**config.mk**
```make
export PLATFORM = sky130hd
export DESIGN_NAME = load_store_unit
export DESIGN_NICKNAME = d
export VERILOG_FILES = /design/src/rtl/load_store_unit.sv
export SDC_FILE = /design/constraint.sdc
export NUM_CORES = 1
export LEC_CHECK = 0
export CELL_PAD_IN_SITES_DETAIL_PLACEMENT = 0
export CELL_PAD_IN_SITES_GLOBAL_PLACEMENT = 2
export CORE_MARGIN = 5
export CORE_UTILIZATION = 28
export CTS_BUF_LIST = sky130_fd_sc_hd__clkbuf_2
export CTS_CLUSTER_DIAMETER = 50
export DETAILED_ROUTE_END_ITERATION = 8
export GPL_ROUTABILITY_DRIVEN = 0
export PLACE_DENSITY = 0.9
export SLEW_MARGIN = 20
export SYNTH_ARGS = -nofsm -noshare
export SYNTH_HDL_FRONTEND = slang
export SYNTH_SLANG_ARGS = --single-unit
export TNS_END_PERCENT = 5
```
**constraint.sdc**
```tcl
create_clock -name clk -period 2.85 [get_ports clk]
set_input_delay 0.57 -clock clk [delete_from_list [all_inputs] [get_ports clk]]
set_output_delay 0.57 -clock clk [all_outputs]
set_load 0.02 [all_outputs]
```
**src/rtl/load_store_unit.sv**
```systemverilog
// Sub-word load/store adapter: byte/halfword stores are done as read-modify-write on a big-endian word port.
// Optional build macro LSU_MISALIGN_CHECK_EN enables misalignment errors.
module load_store_unit (
  input  logic        clk,
  input  logic        rst,
  input  logic        req_valid,
  output logic        req_ready,
  input  logic        req_store,
  input  logic [2:0]  req_funct3,
  input  logic [31:0] req_addr,
  input  logic [31:0] req_wdata,
  output logic        resp_valid,
  output logic [31:0] resp_rdata,
  output logic        resp_err,
  output logic [31:0] mem_A,
  output logic [31:0] mem_WD,
  output logic        mem_WE,
  input  logic [31:0] mem_RD
);

  localparam int unsigned DW = 32;
  localparam logic [2:0] F3_B  = 3'b000;
  localparam logic [2:0] F3_H  = 3'b001;
  localparam logic [2:0] F3_W  = 3'b010;
  localparam logic [2:0] F3_BU = 3'b100;
  localparam logic [2:0] F3_HU = 3'b101;

  typedef enum logic [1:0] {S_IDLE, S_ACCESS, S_WRITE, S_RESP} state_t;

  state_t         r_state;
  state_t         w_next;
  logic           r_store;
  logic [2:0]     r_funct3;
  logic [1:0]     r_addr_lo;
  logic [DW-1:0]  r_wdata;
  logic [29:0]    r_word_addr;
  logic [DW-1:0]  r_data;
  logic           r_err;

  logic           w_illegal;
  logic           w_misalign;
  logic           w_req_err;
  logic [7:0]     w_byte;
  logic [15:0]    w_half;
  logic [DW-1:0]  w_load_ext;
  logic [DW-1:0]  w_merged;
  logic           w_is_sw;

  // Request decode (only meaningful in IDLE)
  always_comb begin
    w_illegal = 1'b0;
    if (req_store) begin
      w_illegal = !(req_funct3 == F3_B || req_funct3 == F3_H || req_funct3 == F3_W);
    end else begin
      w_illegal = (req_funct3 == 3'b011) || (req_funct3 == 3'b110) || (req_funct3 == 3'b111);
    end
  end

`ifdef LSU_MISALIGN_CHECK_EN
  assign w_misalign = ((req_funct3[1:0] == 2'b01) && req_addr[0]) ||
                      ((req_funct3[1:0] == 2'b10) && (req_addr[1:0] != 2'b00));
`else
  assign w_misalign = 1'b0;
`endif

  assign w_req_err = w_illegal || w_misalign;
  assign w_is_sw   = r_store && (r_funct3 == F3_W);

  // Big-endian lane extraction and extension
  always_comb begin
    w_byte = 8'h00;
    case (r_addr_lo)
      2'd0:    w_byte = mem_RD[31:24];
      2'd1:    w_byte = mem_RD[23:16];
      2'd2:    w_byte = mem_RD[15:8];
      default: w_byte = mem_RD[7:0];
    endcase
    w_half = r_addr_lo[1] ? mem_RD[15:0] : mem_RD[31:16];
    case (r_funct3)
      F3_B:    w_load_ext = {{24{w_byte[7]}}, w_byte};
      F3_H:    w_load_ext = {{16{w_half[15]}}, w_half};
      F3_BU:   w_load_ext = {24'h000000, w_byte};
      F3_HU:   w_load_ext = {16'h0000, w_half};
      default: w_load_ext = mem_RD;
    endcase
  end

  // Merge store byte/halfword into the current memory word
  always_comb begin
    w_merged = mem_RD;
    if (r_funct3[1:0] == 2'b00) begin
      case (r_addr_lo)
        2'd0:    w_merged[31:24] = r_wdata[7:0];
        2'd1:    w_merged[23:16] = r_wdata[7:0];
        2'd2:    w_merged[15:8]  = r_wdata[7:0];
        default: w_merged[7:0]   = r_wdata[7:0];
      endcase
    end else if (r_addr_lo[1]) begin
      w_merged[15:0] = r_wdata[15:0];
    end else begin
      w_merged[31:16] = r_wdata[15:0];
    end
  end

  always_ff @(posedge clk) begin
    if (!rst) r_state <= S_IDLE;
    else      r_state <= w_next;
  end

  // Next state and control outputs; mem_WE is gated by reset so no write lands on a reset edge
  always_comb begin
    w_next     = r_state;
    req_ready  = 1'b0;
    resp_valid = 1'b0;
    mem_WE     = 1'b0;
    mem_WD     = '0;
    case (r_state)
      S_IDLE: begin
        req_ready = 1'b1;
        if (req_valid) w_next = w_req_err ? S_RESP : S_ACCESS;
      end
      S_ACCESS: begin
        if (w_is_sw) begin
          mem_WE = rst;
          mem_WD = r_wdata;
        end
        w_next = (r_store && !w_is_sw) ? S_WRITE : S_RESP;
      end
      S_WRITE: begin
        mem_WE = rst;
        mem_WD = r_data;
        w_next = S_RESP;
      end
      default: begin
        resp_valid = 1'b1;
        w_next     = S_IDLE;
      end
    endcase
  end

  assign mem_A      = {r_word_addr, 2'b00};
  assign resp_err   = resp_valid && r_err;
  assign resp_rdata = (resp_valid && !r_store && !r_err) ? r_data : '0;

  // Request latch and access datapath
  always_ff @(posedge clk) begin
    if (!rst) begin
      r_store     <= 1'b0;
      r_funct3    <= 3'b000;
      r_addr_lo   <= 2'b00;
      r_wdata     <= '0;
      r_word_addr <= '0;
      r_data      <= '0;
      r_err       <= 1'b0;
    end else begin
      if (r_state == S_IDLE && req_valid) begin
        r_store   <= req_store;
        r_funct3  <= req_funct3;
        r_addr_lo <= req_addr[1:0];
        r_wdata   <= req_wdata;
        r_err     <= w_req_err;
        if (!w_req_err) r_word_addr <= req_addr[31:2];
      end
      if (r_state == S_ACCESS) begin
        r_data <= r_store ? w_merged : w_load_ext;
      end
    end
  end

endmodule

```
**After elaboration in Yosys (flattened, before gate mapping)**

Index checks and enable logic that the tools add are counted.

- Register bits: 103
- Word-level logic and storage cells: 68

- Eq/ne operators: 14
- Multiplexer cells: 23
- Bitwise logic cells: 1
- Reduce and logical (&&, ||, !) cells: 22

Operators with widths:

| operator | number |
|---|---|
| two-way mux 32 bit | 4 |
| one-hot mux 32 bit (4 select lines) | 1 |
| one-hot mux 32 bit (2 select lines) | 1 |
| two-way mux 16 bit | 3 |
| two-way mux 8 bit | 4 |
| one-hot mux 8 bit (3 select lines) | 1 |
| == test 3 bit (second input constant) | 4 |
| == test 3 x 2 -> 1 bit (second input constant) | 3 |
| == test 3 x 1 -> 1 bit (second input constant) | 2 |
| logical AND 1 bit | 6 |
| zero test 2 bit | 3 |
| zero test 3 bit | 2 |
| one-hot mux 2 bit (3 select lines) | 1 |
| OR reduction 3 bit | 2 |
| two-way mux 1 bit | 5 |
| == test 2 x 1 -> 1 bit (second input constant) | 2 |
| == test 2 bit (second input constant) | 2 |
| zero test 1 bit | 4 |
| logical OR 1 bit | 4 |
| two-way mux 2 bit | 2 |
| inequality test 2 bit (second input constant) | 1 |
| one-hot mux 1 bit (2 select lines) | 1 |
| AND reduction 2 bit | 1 |
| NOT 1 bit | 1 |

**Depth between registers and ports, before layout**

Gate-level depths: netlist of run 1.

- Depth after elaboration: 8
- Mapped depth: 7
- Gate-level depth less buffers: 6

**Worst setup path after synthesis of run 1**

No wires, ideal clock.

- Kind: reg2out
- From: register r_funct3[1]
- To: output port mem_WD[22]
- Arrival: 1606 ps
- Required time: 2280 ps
- Slack: 674 ps
- Cell stages (with the launch flop): 7
- Cells stage by stage: dfxtp_1 buf_6 or3b_2 nor2_4 buf_4 a22oi_1 nor2b_1

- Longest elaborated chain between the ends: 4

RTL lines:

| element | line | source |
|---|---|---|
| start, declared | 33 | `logic [2:0] r_funct3;` |
| start signal, assigned | 158 | `r_funct3 <= req_funct3;` |
| == test 3 x 2 -> 1 bit | 67 | `assign w_is_sw = r_store && (r_funct3 == F3_W);` |
| logical AND 1 bit | 67 |  |
| two-way mux 32 bit | 123 | `if (w_is_sw) begin` |
| one-hot mux 32 bit (2 select lines) | 117 | `case (r_state)` |
| end, declared | 16 | `output logic [31:0] mem_WD,` |

No other way between the ends.

**Worst setup path after layout of run 1**

- From: register r_funct3[2]
- To: output port mem_WD[13]

The elaborated chain is that of the path after synthesis.

==> flow_summary.toml, run 1 <==
[route]
ant_nets = 0
routed_via_density = 5.104
wl_um = 22700
drtIter0Drc = 476
drc = 0
dr.pass1.iters = 5
vias = 6171
wire_per_inst_um = 18.78

[synthesis]
syn_avg_cell_area_um2 = 7.847
postSynth.asyncResetShare_pct = 0
synth_edf_count = 0
synth_cell_type_count = 65
ys_ff_latch = 103
synth_cells = 752
synth_area_mm2 = 0.005901
yosysWarnings = 0
ys_seq_area_share_pct = 34.94
synth-main-ff-cell = "dfxtp_1"

[grt]
grt_max_degree = 62
antenna_found_initial = 1
track_usage_pct = 18.34
grt_pass1_vias = 6159
grt_overflow = 0
grt_pass1_wl_um = 34990

[timing]
relSlewSlack_pct = 55.88
fmax_mhz = 366.4
min_period_over_period_pct = 95.75
skew_ps = 25.78
fin_ws_ps = 121.1
finalHoldViolations = 0
drv_slew = 0
rsz0062_at_grt = "true"
timing.final.crit_period_ps = 2729
setup_viol = 0
worst_slew_pin_slew_ps = 661.8

[pwr]
leakagePower_uw = 0.003058
power_density_mw_per_mm2 = 673.3
power.total_uw = 5485
ir_worst_vdd_mv = 0.3465

[floorplan]
core_area_mm2 = 0.02089
ios = 203
rows = 53
die_h_um = 155.2
dieArea_mm2 = 0.02408
start_util_pct = 28.25
die_w_um = 155.2

[final_layout]
nets = 1035
drive_gt1_share_pct = 17.26
syn_to_final_growth_pct = 38.06
fillCellCount = 2278

[setup_path]
cp_cell_sequence = "or3b_4, nor2_4, buf_6, buf_12, a22oi_1, nor2b_1, buf_4"
reg2reg_depth = 4
worst-setup-path-type = "register to output port"
cp_slowest_cell = "or3b_4"
cp_data_arrival_time_ps = 2160
cp-start-kind = "register"
cp_max_fo = 20
required_ps = 2280
cpPeakStageDelay_ps = 410
end_kind = "output port"

[clocking]
cts_made_buffers = 9
hold_buffers = 0
clk_latency_ps = 630
cts_tree = "built"
clock-sinks = 103
clk_pin_slew_worst_paths_ps = 320
cts_root_buf = "clkbuf_2"
clock_path_buffers = 2
cts-htree-levels = 3

[flow_run]
drv_cap = 0

[place]
io_buffers = 200
place_hpwl_um = 16440
dpl_worst_slack_ps = 211.1

[min_path]
hp-class = "input port to register"
hold_depth = 3

[status]
status = "complete, no violations"
==> cells in the mapped netlist, types with 10 or more instances <==
cell type    n  area share [%]
a21oi_1     79             6.7
clkbuf_1    44             2.8
buf_2       10            0.85
mux2i_1     11             1.9
nand2_1    169              11
mux2_2      14             2.7
dfxtp_1    103              35
and2_1      35             3.7
a221oi_1    12             1.8
a211oi_1    14             1.8
a22oi_1     32             4.1
o21ai_0     40             3.4
inv_1       11            0.70
nor2b_1     41             4.3
==> timing repair <==
item / 4_1_cts / 5_1_grt
setup endpoints to repair: 65 / 64
endpoints found under the hold margin: 0 / 0
gates resized for setup: 161 / 99
pin swaps: 1 / 1
buffers inserted: 5 / 0
==> where the power goes <==
group	total [uW]	internal (uW)	switching [uW]	leakage, uW
logic	2590	1090	1500	0.00213
registers	2040	1760	278	0.000844
clock network	853	301	552	0.0000869
total	5490	3160	2330	0.00306
==> path summary, 6_finish.rpt <==
path | startpoint | end | slack (ps)
max | r_funct3[2] | mem_WD[13] | 120
min | req_wdata[19] | r_wdata[19] | 430
max reg2reg | r_addr_lo[0] | r_data[19] | 680
min reg2reg | r_word_addr[16] | r_word_addr[16] | 470
==> placed cells by master (no fill, tap or decap), drive strengths merged, types with 5 or more instances in the layout <==
| master | n |
|---|---|
| a311oi | 6 |
| a211oi | 18 |
| mux2i | 11 |
| a31oi | 7 |
| mux2 | 15 |
| a221oi | 17 |
| nor2b | 41 |
| o21ai | 40 |
| a22oi | 32 |
| clkdlybuf4s50 | 134 |
| inv | 14 |
| nor2 | 9 |
| o21bai | 6 |
| a222oi | 5 |
| and2 | 36 |
| a22o | 7 |
| nand2 | 169 |
| nand2b | 5 |
| dfxtp | 103 |
| a21oi | 80 |
| clkbuf | 43 |
| o221ai | 6 |
| buf | 65 |
==> metrics by stage <==
stage,util [%],hold slack [ps],cells,cell area (um2),setup TNS [ps]
2_1_floorplan,-,436.0,753,5904,0
4_1_cts,39.16,357.5,1208,8179,0
3_5_place_dp,39.17,446.7,1187,8183,0
3_3_place_gp,39.17,440.6,1187,8183,0
6_report,39.00,428.1,1209,8147,0
5_1_grt,39.00,346.9,1209,8147,-390.1
==> routing by layer <==
layer  share of wire (%)  wire length [um]  track usage [%]  vias up
li1                    -                 -                -     3025
met1                  44              9877            23.56     2901
met2                  46             10500            30.05      220
met3                 8.7              1964            5.675       25
met4                 1.6               361            4.669        0
met5                   0                 0                0        -
==> layout make-up <==
cell class / count / area, um2 / area share, %
Multi-Input combinational cell: 567 / 3471 / 42.60
Timing Repair Buffer: 235 / 2074 / 25.46
Sequential cell: 103 / 2068 / 25.39
Tap cell: 275 / 344.1 / 4.224
Clock inverter: 6 / 91.34 / 1.121
Clock buffer: 10 / 50.05 / 0.6143
Inverter: 12 / 45.04 / 0.5529
Antenna cell: 1 / 2.502 / 0.03072
==> state kept, by name (all words and copies together) (netlist names) <==
register and flops:
r_addr_lo 2, r_wdata 32, r_err 1, r_state 2
r_word_addr 30, r_data 32, r_store 1, r_funct3 3
==> critical path, delay by kind of cell, from the launching register on <==
kind / cells / cell delay (ps)
AOI/OAI and AO/OA: 1 / 90
buffers and inverters: 3 / 410
DFF: 1 / 380
and+or+nand+nor: 3 / 660
==> cells by family (layout without fill, tap and decap cells) <==
family	count (synthesis)	count (layout)	share of synthesized area (%)
DFF	103	103	34.94
and+or+nand+nor	290	290	24.00
AOI/OAI and AO/OA	245	245	28.58
other	1	3	0.06355
buffers and inverters	83	263	6.764
adders and majority gates	4	4	0.8482
muxes	26	26	4.792
Power figures use the tool's default switching activity.
==> run 2, diff against run 1 <==
--- a/config.mk
+++ b/config.mk
@@ -14,4 +14,5 @@
 export DETAILED_ROUTE_END_ITERATION = 8
 export GPL_ROUTABILITY_DRIVEN = 0
+export HOLD_SLACK_MARGIN = 0.06
 export PLACE_DENSITY = 0.9
 export SLEW_MARGIN = 20
==> constraint.sdc (replaced) <==
create_clock -name clk -period 2.85 [get_ports clk]
set_input_delay 0.57 -clock clk [delete_from_list [all_inputs] [get_ports clk]]
set_output_delay 0.57 -clock clk [all_outputs]
set_load 0.01 [all_outputs]
==> flow_summary.toml, run 2 (synthesis results as in run 1) <==
[final_layout]
fillCellCount = 2235
syn_to_final_growth_pct = 38.32
final_common_cell = "nand2_1"
reg.largest.list = "r_data (32), r_wdata (32), r_word_addr (30)"
nets = 1036
fin_cells = 1210
final_cell_mix = "169 x nand2_1, 136 x clkdlybuf4s50_1, 98 x dfxtp_1"
drive_gt1_share_pct = 16.06

[timing]
min_period_over_period_pct = 105.5
setup_viol = 1
drv_slew = 0
skew_ps = 39.68
fmax_mhz = 332.7
relSlewSlack_pct = 57.67
rsz0062_at_grt = "true"
timing.final.crit_period_ps = 3006
worst_slew_pin_slew_ps = 635.0
fin_ws_ps = -155.7
finalHoldViolations = 0

[floorplan]
ios = 203
dieArea_mm2 = 0.02408
start_util_pct = 28.25
core_area_mm2 = 0.02089
die_h_um = 155.2
rows = 53
die_w_um = 155.2

[clocking]
hold_buffers = 0
cts-htree-levels = 3
cts_root_buf = "clkbuf_2"
clock_path_buffers = 2
clock-sinks = 103
clk_pin_slew_worst_paths_ps = 320
clk_latency_ps = 660
cts_made_buffers = 9
cts_tree = "built"

[setup_path]
cp-start-kind = "register"
worst-setup-path-type = "register to output port"
end_kind = "output port"
required_ps = 2280
cp_max_fo = 16
cp_data_arrival_time_ps = 2440

[pwr]
power_density_mw_per_mm2 = 649.0
leakagePower_uw = 0.003121
ir_worst_vdd_mv = 0.3265

[grt]
grt_pass1_wl_um = 35390
grt.busiest_layer = "met2"
antenna_found_initial = 1
met1_usage_pct = 24.26
grt_overflow = 0
grt_max_degree = 62
grtUsageMet3_pct = 6.120
grt_pass1_vias = 5979
track_usage_pct = 18.67
grt_util_met2_pct = 30.57

[route]
routed_via_density = 5.147
wire_per_inst_um = 19.19
ant_nets = 0
drtIter0Drc = 504
drc = 0
wl_um = 23230
vias = 6228
dr.pass1.iters = 8

[place]
io_buffers = 200
dp.cells = 1185
dpl_worst_slack_ps = 263.1
place_hpwl_um = 16340

[flow_run]
drv_cap = 0

[status]
status = "finished, violations left"
violations = "setup timing"

[min_path]
hp-class = "input port to register"
-- run 2: cell count changes in the layout (fill, tap and decap cells not counted), sizes merged --
| cell | before | now |
|---|---|---|
| clkinvlp | 0 | 1 |
| dlymetal6s2s | 1 | 4 |
| dlygate4sd2 | 0 | 5 |
| clkinv | 2 | 3 |
| inv | 14 | 15 |
| clkdlybuf4s15 | 2 | 4 |
| clkdlybuf4s50 | 134 | 136 |
| bufinv | 2 | 0 |
| clkbuf | 43 | 31 |
-- run 2: report_power, final --
part / total [uW] / switching [uW] / leakage [uW] / internal [uW]
logic: 2550 / 1440 / 0.00221 / 1110
clock network: 698 / 570 / 0.0000646 / 128
registers: 2050 / 288 / 0.000846 / 1760
total: 5300 / 2300 / 0.00312 / 3000
-- run 2: timing repair --
item / 4_1_cts / 5_1_grt
pin swaps: 1 / 0
setup buffers: 6 / 0
gates resized for setup: 170 / 52
cloned: 2 / 0
endpoints found under the setup margin: 65 / 66
-- run 2: layer usage --
metal  up-vias  wire length [um]
met5         -                 0
met1      2964             10230
li1       3017                 -
met2       229             10760
met3        18              1971
met4         0               260
-- run 2: critical path: stages (launching register included) --
cell,delay (ps)
dfxtp_4,440
ha_4,170
nor3b_4,190
buf_4,170
buf_12,150
and2_1,130
clkdlybuf4s50_1,530
-- run 2: path summary, 6_finish.rpt --
kind	startpoint	end	slack, ps	cells after the start
hold / removal	req_wdata[20]	r_wdata[20]	390	3
setup / recovery	r_state[0]	resp_rdata[20]	-160	6
setup reg to reg	r_funct3[1]	r_data[17]	710	5
hold reg to reg	r_word_addr[2]	r_word_addr[2]	470	2
-- run 2: layout make-up --
type	instances	area [um2]	area share, %
repair buffers	236	2122	26.00
clock inverters	7	55.05	0.6745
multi-input cells	567	3475	42.57
well taps	275	344.1	4.216
flip-flops and latches	103	2073	25.40
diodes	1	2.502	0.03066
clock buffers	9	45.04	0.5519
inverters	12	45.04	0.5519
-- run 2: through the flow --
| stage | setup TNS [ps] | hold WS (ps) | utilization [%] | power [uW] | cell area (um2) |
|---|---|---|---|---|---|
| final | -155.7 | 394.6 | 39.07 | 5297 | 8162 |
| after global routing | -5186 | 287.2 | 39.07 | 5673 | 8162 |
| after CTS | -1597 | 310.1 | 39.36 | 5362 | 8222 |
| after detailed placement | 0 | 447.5 | 39.04 | 4599 | 8155 |
| after global placement | 0 | 440.6 | 39.04 | 4591 | 8155 |
| after floorplan | 0 | 436.0 | - | 3590 | 5904 |
